==> src/rtl/mlp_pkg.sv <==
`default_nettype none
// ============================================================================
// Module      : mlp_pkg
// Description : Shared types and helpers for the streaming MLP layer: FSM
//               state encoding, output saturation bounds and the
//               shift / activate / clip post-process.
// Revision    : 1.0 - initial release
// ============================================================================
package mlp_pkg;

    // Layer sequencing states
    typedef enum logic [1:0] {
        ST_IDLE  = 2'd0,
        ST_ACCUM = 2'd1,
        ST_POST  = 2'd2,
        ST_OUT   = 2'd3
    } state_t;

    // Working width for post-processing; accumulators up to this width are supported
    localparam int MLP_WIDE_W = 128;
    typedef logic signed [MLP_WIDE_W-1:0] wide_t;

    typedef struct packed {
        logic  clipped;
        wide_t value;
    } post_t;

    // Largest value representable in a signed out_w-bit result
    function automatic wide_t sat_max(input int out_w);
        return (wide_t'(1) <<< (out_w - 1)) - wide_t'(1);
    endfunction

    // Smallest value representable in a signed out_w-bit result
    function automatic wide_t sat_min(input int out_w);
        return -(wide_t'(1) <<< (out_w - 1));
    endfunction

    // Arithmetic rescale, optional ReLU, then clip into the signed output range
    function automatic post_t post_process(input wide_t acc, input int frac,
                                           input logic relu, input int out_w);
        wide_t s;
        post_t r;
        s = acc >>> frac;
        if (relu && (s < 0)) begin
            s = '0;
        end
        r.clipped = 1'b0;
        r.value   = s;
        if (s > sat_max(out_w)) begin
            r.clipped = 1'b1;
            r.value   = sat_max(out_w);
        end else if (s < sat_min(out_w)) begin
            r.clipped = 1'b1;
            r.value   = sat_min(out_w);
        end
        return r;
    endfunction

endpackage
`default_nettype wire

==> src/rtl/mlp_layer_stream_weight_bank.sv <==
`default_nettype none
// ============================================================================
// Module      : mlp_weight_bank
// Description : One synchronous-read weight RAM per neuron. All lanes share
//               the read address; writes are decoded by row and range-checked
//               so out-of-range row/column indices are dropped.
// Revision    : 1.0 - initial release
// ============================================================================
module mlp_weight_bank #(
    parameter int N_INPUTS  = 3,
    parameter int N_NEURONS = 4,
    parameter int WGT_WIDTH = 16,
    parameter int ROW_W     = 2,
    parameter int COL_W     = 2
) (
    input  logic                           clk,
    input  logic                           wr_en,
    input  logic [ROW_W-1:0]               wr_row,
    input  logic [COL_W-1:0]               wr_col,
    input  logic [WGT_WIDTH-1:0]           wr_data,
    input  logic [COL_W-1:0]               rd_addr,
    output logic [N_NEURONS*WGT_WIDTH-1:0] rd_data
);

    localparam logic [ROW_W:0] c_rows = N_NEURONS[ROW_W:0];
    localparam logic [COL_W:0] c_cols = N_INPUTS[COL_W:0];

    logic w_wr_ok;

    assign w_wr_ok = wr_en && ({1'b0, wr_row} < c_rows) && ({1'b0, wr_col} < c_cols);

    for (genvar j = 0; j < N_NEURONS; j++) begin : g_lane
        logic [WGT_WIDTH-1:0] mem [N_INPUTS];
        logic [WGT_WIDTH-1:0] r_rd;

        // Row-decoded write and one-cycle registered read of this neuron's weights
        always_ff @(posedge clk) begin
            if (w_wr_ok && (wr_row == ROW_W'(j))) begin
                mem[wr_col] <= wr_data;
            end
            r_rd <= mem[rd_addr];
        end

        assign rd_data[j*WGT_WIDTH +: WGT_WIDTH] = r_rd;
    end

endmodule
`default_nettype wire

==> src/rtl/mlp_layer_stream.sv <==
`default_nettype none
// ============================================================================
// Module      : mlp_layer_stream
// Description : Fully-connected MLP layer with N_NEURONS parallel MAC lanes,
//               valid/ready input element stream and output vector stream,
//               rescale, optional ReLU and saturation to OUT_WIDTH.
//               Optional macro MLP_LAYER_SAT_FLAGS_EN adds per-neuron
//               saturation flags registered alongside out_data.
// Revision    : 1.0 - initial release
// ============================================================================
module mlp_layer_stream
    import mlp_pkg::*;
#(
    parameter int N_INPUTS  = 3,
    parameter int N_NEURONS = 4,
    parameter int IN_WIDTH  = 16,
    parameter int WGT_WIDTH = 16,
    parameter int MAC_WIDTH = 64,
    parameter int OUT_WIDTH = 16,
    parameter int FRAC_BITS = 0,
    parameter int ACT_RELU  = 1,
    localparam int ROW_W    = (N_NEURONS > 1) ? $clog2(N_NEURONS) : 1,
    localparam int COL_W    = (N_INPUTS > 1) ? $clog2(N_INPUTS) : 1
) (
    input  logic                           clk,
    input  logic                           rst,
    input  logic                           wr_en,
    input  logic [ROW_W-1:0]               wr_row,
    input  logic [COL_W-1:0]               wr_col,
    input  logic [WGT_WIDTH-1:0]           wr_weight,
    input  logic                           in_valid,
    output logic                           in_ready,
    input  logic [IN_WIDTH-1:0]            in_data,
    output logic                           out_valid,
    input  logic                           out_ready,
    output logic [N_NEURONS*OUT_WIDTH-1:0] out_data,
    output logic                           busy
`ifdef MLP_LAYER_SAT_FLAGS_EN
    ,
    output logic [N_NEURONS-1:0]           sat_flags
`endif
);

    localparam logic [COL_W-1:0] c_last_k = COL_W'(N_INPUTS - 1);

    state_t                           r_state;
    state_t                           w_state_next;
    logic [COL_W-1:0]                 r_k;
    logic                             r_mac_en;
    logic                             r_first;
    logic signed [IN_WIDTH-1:0]       r_data;
    logic [N_NEURONS*WGT_WIDTH-1:0]   w_rd_data;
    logic [N_NEURONS*OUT_WIDTH-1:0]   w_out_next;
    logic [N_NEURONS-1:0]             w_clip_next;
    logic                             w_hs;
    logic                             w_last;
    logic                             w_wr_ok;
    logic                             w_capture;

    // Weight writes win over input in IDLE; ACCUM always accepts elements
    assign in_ready  = ((r_state == ST_IDLE) && !wr_en) || (r_state == ST_ACCUM);
    assign w_hs      = in_valid && in_ready;
    assign w_last    = (r_k == c_last_k);
    assign w_wr_ok   = wr_en && (r_state == ST_IDLE);
    // POST waits until the in-flight final MAC has landed before capturing
    assign w_capture = (r_state == ST_POST) && !r_mac_en;
    assign busy      = (r_state != ST_IDLE);

    mlp_weight_bank #(
        .N_INPUTS  (N_INPUTS),
        .N_NEURONS (N_NEURONS),
        .WGT_WIDTH (WGT_WIDTH),
        .ROW_W     (ROW_W),
        .COL_W     (COL_W)
    ) u_weight_bank (
        .clk     (clk),
        .wr_en   (w_wr_ok),
        .wr_row  (wr_row),
        .wr_col  (wr_col),
        .wr_data (wr_weight),
        .rd_addr (r_k),
        .rd_data (w_rd_data)
    );

    // State register
    always_ff @(posedge clk or posedge rst) begin
        if (rst) begin
            r_state <= ST_IDLE;
        end else begin
            r_state <= w_state_next;
        end
    end

    // Next-state logic
    always_comb begin
        w_state_next = r_state;
        case (r_state)
            ST_IDLE:  if (w_hs) w_state_next = w_last ? ST_POST : ST_ACCUM;
            ST_ACCUM: if (w_hs && w_last) w_state_next = ST_POST;
            ST_POST:  if (!r_mac_en) w_state_next = ST_OUT;
            ST_OUT:   if (out_ready) w_state_next = ST_IDLE;
            default:  w_state_next = ST_IDLE;
        endcase
    end

    // Element counter plus data/flags registered to line up with the weight read
    always_ff @(posedge clk or posedge rst) begin
        if (rst) begin
            r_k      <= '0;
            r_mac_en <= 1'b0;
            r_first  <= 1'b0;
            r_data   <= '0;
        end else begin
            r_mac_en <= w_hs;
            if (w_hs) begin
                r_k     <= w_last ? '0 : r_k + 1'b1;
                r_first <= (r_k == '0);
                r_data  <= in_data;
            end
        end
    end

    for (genvar j = 0; j < N_NEURONS; j++) begin : g_lane
        logic signed [IN_WIDTH+WGT_WIDTH-1:0] w_prod;
        logic signed [MAC_WIDTH-1:0]          r_acc;
        post_t                                w_post;

        assign w_prod = r_data * $signed(w_rd_data[j*WGT_WIDTH +: WGT_WIDTH]);

        // Accumulate; the first element of a vector restarts the sum, overflow wraps
        always_ff @(posedge clk or posedge rst) begin
            if (rst) begin
                r_acc <= '0;
            end else if (r_mac_en) begin
                r_acc <= r_first ? MAC_WIDTH'(w_prod) : r_acc + MAC_WIDTH'(w_prod);
            end
        end

        assign w_post = post_process(wide_t'(r_acc), FRAC_BITS, (ACT_RELU != 0), OUT_WIDTH);
        assign w_out_next[j*OUT_WIDTH +: OUT_WIDTH] = w_post.value[OUT_WIDTH-1:0];
        assign w_clip_next[j] = w_post.clipped;
    end

    // Output vector register and valid flag
    always_ff @(posedge clk or posedge rst) begin
        if (rst) begin
            out_valid <= 1'b0;
            out_data  <= '0;
        end else if (w_capture) begin
            out_valid <= 1'b1;
            out_data  <= w_out_next;
        end else if ((r_state == ST_OUT) && out_ready) begin
            out_valid <= 1'b0;
        end
    end

`ifdef MLP_LAYER_SAT_FLAGS_EN
    // Saturation flags captured and held with out_data
    always_ff @(posedge clk or posedge rst) begin
        if (rst) begin
            sat_flags <= '0;
        end else if (w_capture) begin
            sat_flags <= w_clip_next;
        end
    end
`else
    logic w_clip_unused;
    assign w_clip_unused = ^w_clip_next;
`endif

endmodule
`default_nettype wire
==> config.mk <==
export PLATFORM = sky130hd
export DESIGN_NAME = mlp_layer_stream
export DESIGN_NICKNAME = d
export VERILOG_FILES = /design/src/rtl/mlp_pkg.sv /design/src/rtl/mlp_layer_stream_weight_bank.sv /design/src/rtl/mlp_layer_stream.sv
export SDC_FILE = /design/constraint.sdc
export NUM_CORES = 2
export LEC_CHECK = 0
export BUFFER_PORTS_ARGS = -buffer_cell sky130_fd_sc_hd__buf_4
export CAP_MARGIN = 20
export CORE_AREA = 5 5 352 354
export CTS_CLUSTER_DIAMETER = 40
export CTS_CLUSTER_SIZE = 8
export DETAILED_ROUTE_END_ITERATION = 16
export DIE_AREA = 0 0 357 359
export GPL_TIMING_DRIVEN = 0
export PLACE_DENSITY = 0.84
export SLEW_MARGIN = 20
export SYNTH_ARGS = -nofsm -noshare
export SYNTH_HDL_FRONTEND = slang
export SYNTH_HIERARCHICAL = 1
export SYNTH_SLANG_ARGS = --single-unit
==> constraint.sdc <==
create_clock -name clk -period 12.6 [get_ports clk]
set_clock_uncertainty 0.05 [all_clocks]
set_input_delay 1.26 -clock clk [delete_from_list [all_inputs] [get_ports clk]]
set_output_delay 1.26 -clock clk [all_outputs]
set_load 0.01 [all_outputs]
# --- Yosys cells after proc, flatten, opt, wreduce, memory -nomap -nowiden ---
# Memories as Yosys holds them, arrays and structs flattened. A register that Yosys moved wholly into a read port is not among the register bits.
# Cells that the tools add are included.
op_classes:
  add_sub_neg: 5
  mul: 4
  order_cmp: 13
  n_eq_ne: 11
  muxes: 33
  reduce_logical: 20
op_table:
  columns: ["operator", "n"]
  rows:
  - ["128-bit by 16-bit greater-than comparator with 1-bit output (second input constant)", 4]
  - ["128-bit by 16-bit less-than comparator with 1-bit output (second input constant)", 4]
  - ["128-bit two-way mux", 4]
  - ["64-bit by 32-bit adder with 64-bit output", 4]
  - ["64-bit by 1-bit less-than comparator with 1-bit output (second input constant)", 4]
  - ["64-bit two-way mux", 4]
  - ["16-bit by 16-bit multiplier with 32-bit output", 4]
  - ["16-bit two-way mux", 8]
  - ["2-bit two-way mux", 6]
  - ["1-bit logical AND", 11]
  - ["2-bit == test (second input constant)", 5]
  - ["1-bit two-way mux", 10]
  - ["2-bit case mux with 4 select lines", 1]
  - ["2-bit zero test", 3]
  - ["2-bit inequality test (second input constant)", 3]
  - ["2-bit by 1-bit == test with 1-bit output (second input constant)", 2]
  - ["4-bit AND reduction", 1]
  - ["2-bit nonzero test", 2]
  - ["2-bit by 1-bit adder with 2-bit output (second input constant)", 1]
  - ["1-bit zero test", 2]
  - ["2-bit less-than comparator (second input constant)", 1]
  - ["2-bit by 1-bit inequality test with 1-bit output (second input constant)", 1]
  - ["1-bit logical OR", 1]
word_totals:
  register_bits: 343
  ramBits: 192
  input_bits: 41
  mem_count: 4
memory_table:
  columns: ["memory", "words", "word_bits", "rd", "rd_ports_with_merged_regs", "wr", "line_no", "rtl"]
  rows:
  - ["u_weight_bank.g_lane[0].mem", 3, 16, 1, 1, 1, "mlp_layer_stream_weight_bank.sv:33", "logic [WGT_WIDTH-1:0] mem [N_INPUTS];"]
  - ["u_weight_bank.g_lane[1].mem", 3, 16, 1, 1, 1, "mlp_layer_stream_weight_bank.sv:33", null]
  - ["u_weight_bank.g_lane[2].mem", 3, 16, 1, 1, 1, "mlp_layer_stream_weight_bank.sv:33", null]
  - ["u_weight_bank.g_lane[3].mem", 3, 16, 1, 1, 1, "mlp_layer_stream_weight_bank.sv:33", null]

# --- Logic depth before layout (Yosys ltp) ---
logic_depth:
  ltp_word: 7
  depth_mapped: 39
  depth_no_buf: 37

# --- Modules after synthesis ---
# Netlist, hierarchy kept.
modules_own_cells:
  columns: ["mod", "instances", "cells_per_inst", "area_each_um2", "seq_area_each_um2"]
  rows:
  - ["mlp_layer_stream", 1, 8151, 69172.6, 8558.2]
  - ["mlp_weight_bank", 1, 487, 8503.2, 7046.8]

# --- Worst setup path before layout ---
# OpenSTA, ideal clock, no wires.
synth_path:
  kind: "flip-flop to flip-flop"
  startpoint: "register r_data[15]"
  endpoint: "register g_lane[3].r_acc[63]"
  setup_ns: 0.127
  arrival_time_ns: 9.716
  slack_ns: 2.708
  path_stages_with_launch: 34
  period_less_slack_ns: 9.892
  path_cell_list: "dfrtp_1 clkbuf_1 clkbuf_1 nand2_1 fa_1 inv_1 fa_1 fa_1 fa_1 fa_1 inv_1 fa_1 inv_1 ha_1 clkbuf_1 nand2_1 nor2_1 nand3_1 o21ai_2 o221ai_4 xnor2_2 ha_1 clkbuf_1 a21o_1 a21o_1 a221oi_1 o211ai_1 nand3_1 o211ai_1 a311oi_1 o21ai_0 a21oi_1 mux4_1 a221o_1"
synth_between:
  elab_chain_len: 3
synth_rtl:
  columns: ["element", "line_no", "rtl"]
  rows:
  - ["from (decl)", "mlp_layer_stream.sv:51", "logic signed [IN_WIDTH-1:0] r_data;"]
  - ["from (signal assigned)", "mlp_layer_stream.sv:118", "r_data <= in_data;"]
  - ["16-bit by 16-bit multiplier with 32-bit output *", "mlp_layer_stream.sv:128", "assign w_prod = r_data * $signed(w_rd_data[j*WGT_WIDTH +: WGT_WIDTH]);"]
  - ["64-bit by 32-bit adder with 64-bit output", "mlp_layer_stream.sv:135", "r_acc <= r_first ? MAC_WIDTH'(w_prod) : r_acc + MAC_WIDTH'(w_prod);"]
  - ["64-bit two-way mux *", "mlp_layer_stream.sv:135", null]
  - ["to (signal assigned)", "mlp_layer_stream.sv:135", null]
  - ["to (decl)", "mlp_layer_stream.sv:125", "logic signed [MAC_WIDTH-1:0] r_acc;"]
# Mark *: on every way between the ends. The rest lies on a longest branch, timed or not.
# A chain may end at the register's enable or synchronous reset.

# --- Worst setup path in the final report ---
layout_path:
  startpoint: "register r_data[9]"
  endpoint: "register g_lane[3].r_acc[63]"
# The elaborated chain is that of the path after synthesis.

==> flow_metrics.py <==
metrics = {
    "placement": {
        "port_buffers": 107,
        "dp_hpwl_mm": 211,
        "dpl_worst_slack_ns": 0.735,
        "gp_congestion": 1.02,
    },
    "sta": {
        "tightest_slew_ns": 1.37,
        "drv_slew": 0,
        "period_minus_slack_ns": 12.03,
        "hold_violations": 0,
        "rsz0062_at_grt": "no",
        "finalSetupViolations": 0,
        "setup_ws_ns": 0.567,
        "slew_headroom_pct": 8.90,
        "fin_crit_sh_pct": 95.5,
        "fmax_mhz": 83.1,
    },
    "final_layout": {
        "layout-drive-gt1-share_pct": 5.22,
        "fin_nets": 10600,
        "syn2layout_area_growth_pct": 9.31,
    },
    "floorplanning": {
        "placementRows": 128,
        "die-area_sq_um": 128000,
        "die_y_um": 359,
        "die_w_um": 357,
        "fp.coreArea_sq_um": 121000,
        "io-pin-count": 108,
        "initial_core_util_pct": 64.3,
    },
    "setup_path": {
        "cp-end-kind": "flip-flop",
        "worstSetupPathType": "flip-flop to flip-flop",
        "reg2reg_depth": 35,
        "crit_fanout": 10,
        "cp_num_buf_inv": 6,
        "worst_path_most_repeated_cell": "fa_1",
        "rrSetupSlack_ns": 0.57,
        "crit_slowest_cell": "clkbuf_1",
        "endpoint": "g_lane[3].r_acc[63]$_DFFE_PP0P_",
        "rr_startpoint": "r_data[9]$_DFFE_PP0P_",
        "reg2reg_to": "g_lane[3].r_acc[63]$_DFFE_PP0P_",
        "cpPeakStageDelay_ns": 1.04,
        "cp.arrival_ns": 12.62,
        "crit_cells": 35,
        "required_ns": 13.18,
        "crit_start": "r_data[9]$_DFFE_PP0P_",
        "crit_path_start_kind": "flip-flop",
        "critPathTopFamily": "compound AO/OA/AOI/OAI gates",
    },
    "route": {
        "drc": 0,
        "num_vias": 66900,
        "drt_iter0_drc": 7819,
        "wl_per_cell_um": 25.6,
        "vias_per_cell": 6.31,
        "detail-route-antenna-nets": 0,
        "drt_wl_total_mm": 272,
        "drtPass1Iterations": 8,
    },
    "clocking": {
        "cts_buffers": 114,
        "clock_latency_ns": 0.78,
        "postCtsHoldBufs": 0,
        "ctsResizeCount": 0,
        "post-cts-setup-buffers": 0,
        "clk_pin_slew_worst_paths_ns": 0.05,
        "cts_tree": "done",
        "clock_sinks": 598,
        "root_buffer": "clkbuf_16",
        "cts_max_level": 3,
        "cts_buffer_depth": 3,
    },
    "global_route": {
        "gr-usage-all-layers_pct": 42.2,
        "grt_antenna_before_repair": 31,
        "overflow": 0,
        "grt_pass1_wl_mm": 407,
        "grt_pass1_vias": 67900,
        "grt_start_max_net_pins": 103,
    },
    "synthesis": {
        "synthFlopType": "dfrtp_1",
        "async_flop_share_pct": 57.2,
        "ys_top_cells_by_count": "inv_1 (1391), fa_1 (1052), nand2_1 (913)",
        "synthMostInstantiatedCell": "inv_1",
        "yosysWarnings": 6,
        "yosysSeqAreaShare_pct": 20.1,
        "yosysUniqueCellTypes": 111,
        "yosysTopAreaCell": "fa_1",
        "netlist_area_sq_um": 77700,
        "synth_top_area_share_pct": 27.1,
        "ys_ff_latch": 598,
        "yosys-top-cells-area": "fa_1 (27%), dfrtp_1 (11%), ha_1 (9.6%)",
        "avgSynthCellArea_sq_um": 8.99,
        "synth_nets": 10300,
        "syn_inst": 8638,
        "synth_edf_count": 192,
    },
    "job": {
        "cap_violations": 0,
    },
    "worst_hold_path": {
        "min_from": "u_weight_bank/g_lane[1].mem[2][14]$_DFFE_PP_",
        "hp-class": "flip-flop to flip-flop",
    },
    "run_status": {
        "outcome": "completed",
    },
}
through the flow:
stage               setup TNS (ns)  utilization, %  instances  hold slack, ns  cell area [sq um]
floorplan                        0               -       8638           0.372              77700
global placement          -1096.19            66.7      10400           0.383              80500
detailed placement               0            67.0      10400           0.383              80900
CTS                              0            70.2      10600           0.395              84800
global route                     0            70.3      10600           0.416              84900
finish                           0            70.3      10600           0.394              84900
worst min-delay path by stage:
stage                                                to  slack, ns  cells after the start
5_1_grt        u_weight_bank/g_lane[1].r_rd[14]$_DFF_P_       0.42                      2
4_1_cts        u_weight_bank/g_lane[1].r_rd[14]$_DFF_P_       0.40                      2
3_5_place_dp   u_weight_bank/g_lane[1].r_rd[14]$_DFF_P_       0.38                      2
6_report       u_weight_bank/g_lane[1].r_rd[14]$_DFF_P_       0.39                      2
3_3_place_gp    u_weight_bank/g_lane[1].r_rd[9]$_DFF_P_       0.38                      2
2_1_floorplan  u_weight_bank/g_lane[0].r_rd[15]$_DFF_P_       0.37                      2
tightest hold or removal path, stage by stage (launching register included):
cell	delay [ns]
edfxtp_1	0.31
nand2_1	0.05
o21ai_0	0.05
kinds of logic (layout without fill, tap and decap cells):
logic type | count (synthesis) | count (layout) | share of synthesized area (%)
AND/OR/NAND/NOR | 2521 | 2521 | 15.6
buffers and inverters | 1788 | 2121 | 8.78
adder cells (fa/ha/maj) | 1645 | 1645 | 36.7
AO/OA/AOI/OAI | 1642 | 1642 | 13.6
flip-flops | 598 | 598 | 20.1
XOR/XNOR | 343 | 343 | 3.88
multiplexers | 101 | 101 | 1.35
other | 0 | 20 | 0
cells in the final DEF, fill, tap and decap left out, types with 22 or more instances in the layout:
cell | synthesis | routed
a31oi_1 | 67 | 67
nand2b_1 | 52 | 52
o21bai_1 | 80 | 80
nor3_1 | 65 | 61
mux2i_1 | 89 | 88
a21boi_0 | 26 | 26
ha_1 | 593 | 593
xnor2_1 | 247 | 247
xor2_1 | 95 | 95
o21ai_0 | 214 | 214
o21a_1 | 59 | 59
o211ai_1 | 40 | 40
dfxtp_1 | 64 | 64
nand4_1 | 63 | 63
a21o_1 | 203 | 203
a211oi_1 | 35 | 35
nor2b_1 | 49 | 49
fa_1 | 1052 | 1052
clkbuf_2 | 0 | 43
buf_4 | 5 | 116
dfrtp_1 | 342 | 342
edfxtp_1 | 192 | 192
nor2_1 | 533 | 524
clkbuf_1 | 351 | 341
a21oi_1 | 555 | 555
or3_1 | 28 | 28
inv_1 | 1391 | 1390
o22a_1 | 22 | 22
clkbuf_16 | 0 | 115
nand2_1 | 913 | 912
nand3_1 | 88 | 87
nor4_1 | 63 | 63
and2_1 | 535 | 535
o21ai_1 | 69 | 69
o31ai_1 | 81 | 81
and3_1 | 56 | 56
flip-flops by register name, summed over array words and instances (netlist names):
name                       count
u_weight_bank/g_lane.r_rd     64
out_valid                      1
r_mac_en                       1
r_state                        2
r_data                        16
g_lane.r_acc                 256
r_k                            2
u_weight_bank/g_lane.mem     192
out_data                      64
area by class of cell:
cell class / instances / area [sq um]
antenna: 20 / 50.0
inverter: 1393 / 5240
buffer: 395 / 1650
tap: 1625 / 2030
sequential: 598 / 15600
clock buffer: 158 / 3150
clock inverter: 50 / 716
multi-input combinational: 6252 / 55300
fill: 9204 / 35800
timing repair buffer: 125 / 1120
metal layers:
metal / track usage [%] / wire (um) / share of wire (%) / vias up
met1: 52.4 / 96200 / 35 / 32800
met3: 13.3 / 34800 / 13 / 1172
met4: 27.5 / 21800 / 8.0 / 16
li1: - / - / - / 28700
met5: 0.302 / 137 / 0.050 / -
met2: 63.9 / 119000 / 44 / 4269
Power is left out: the tool's default activity adds up to more than one toggle a clock period on the data nets, which glitch-free logic cannot reach.
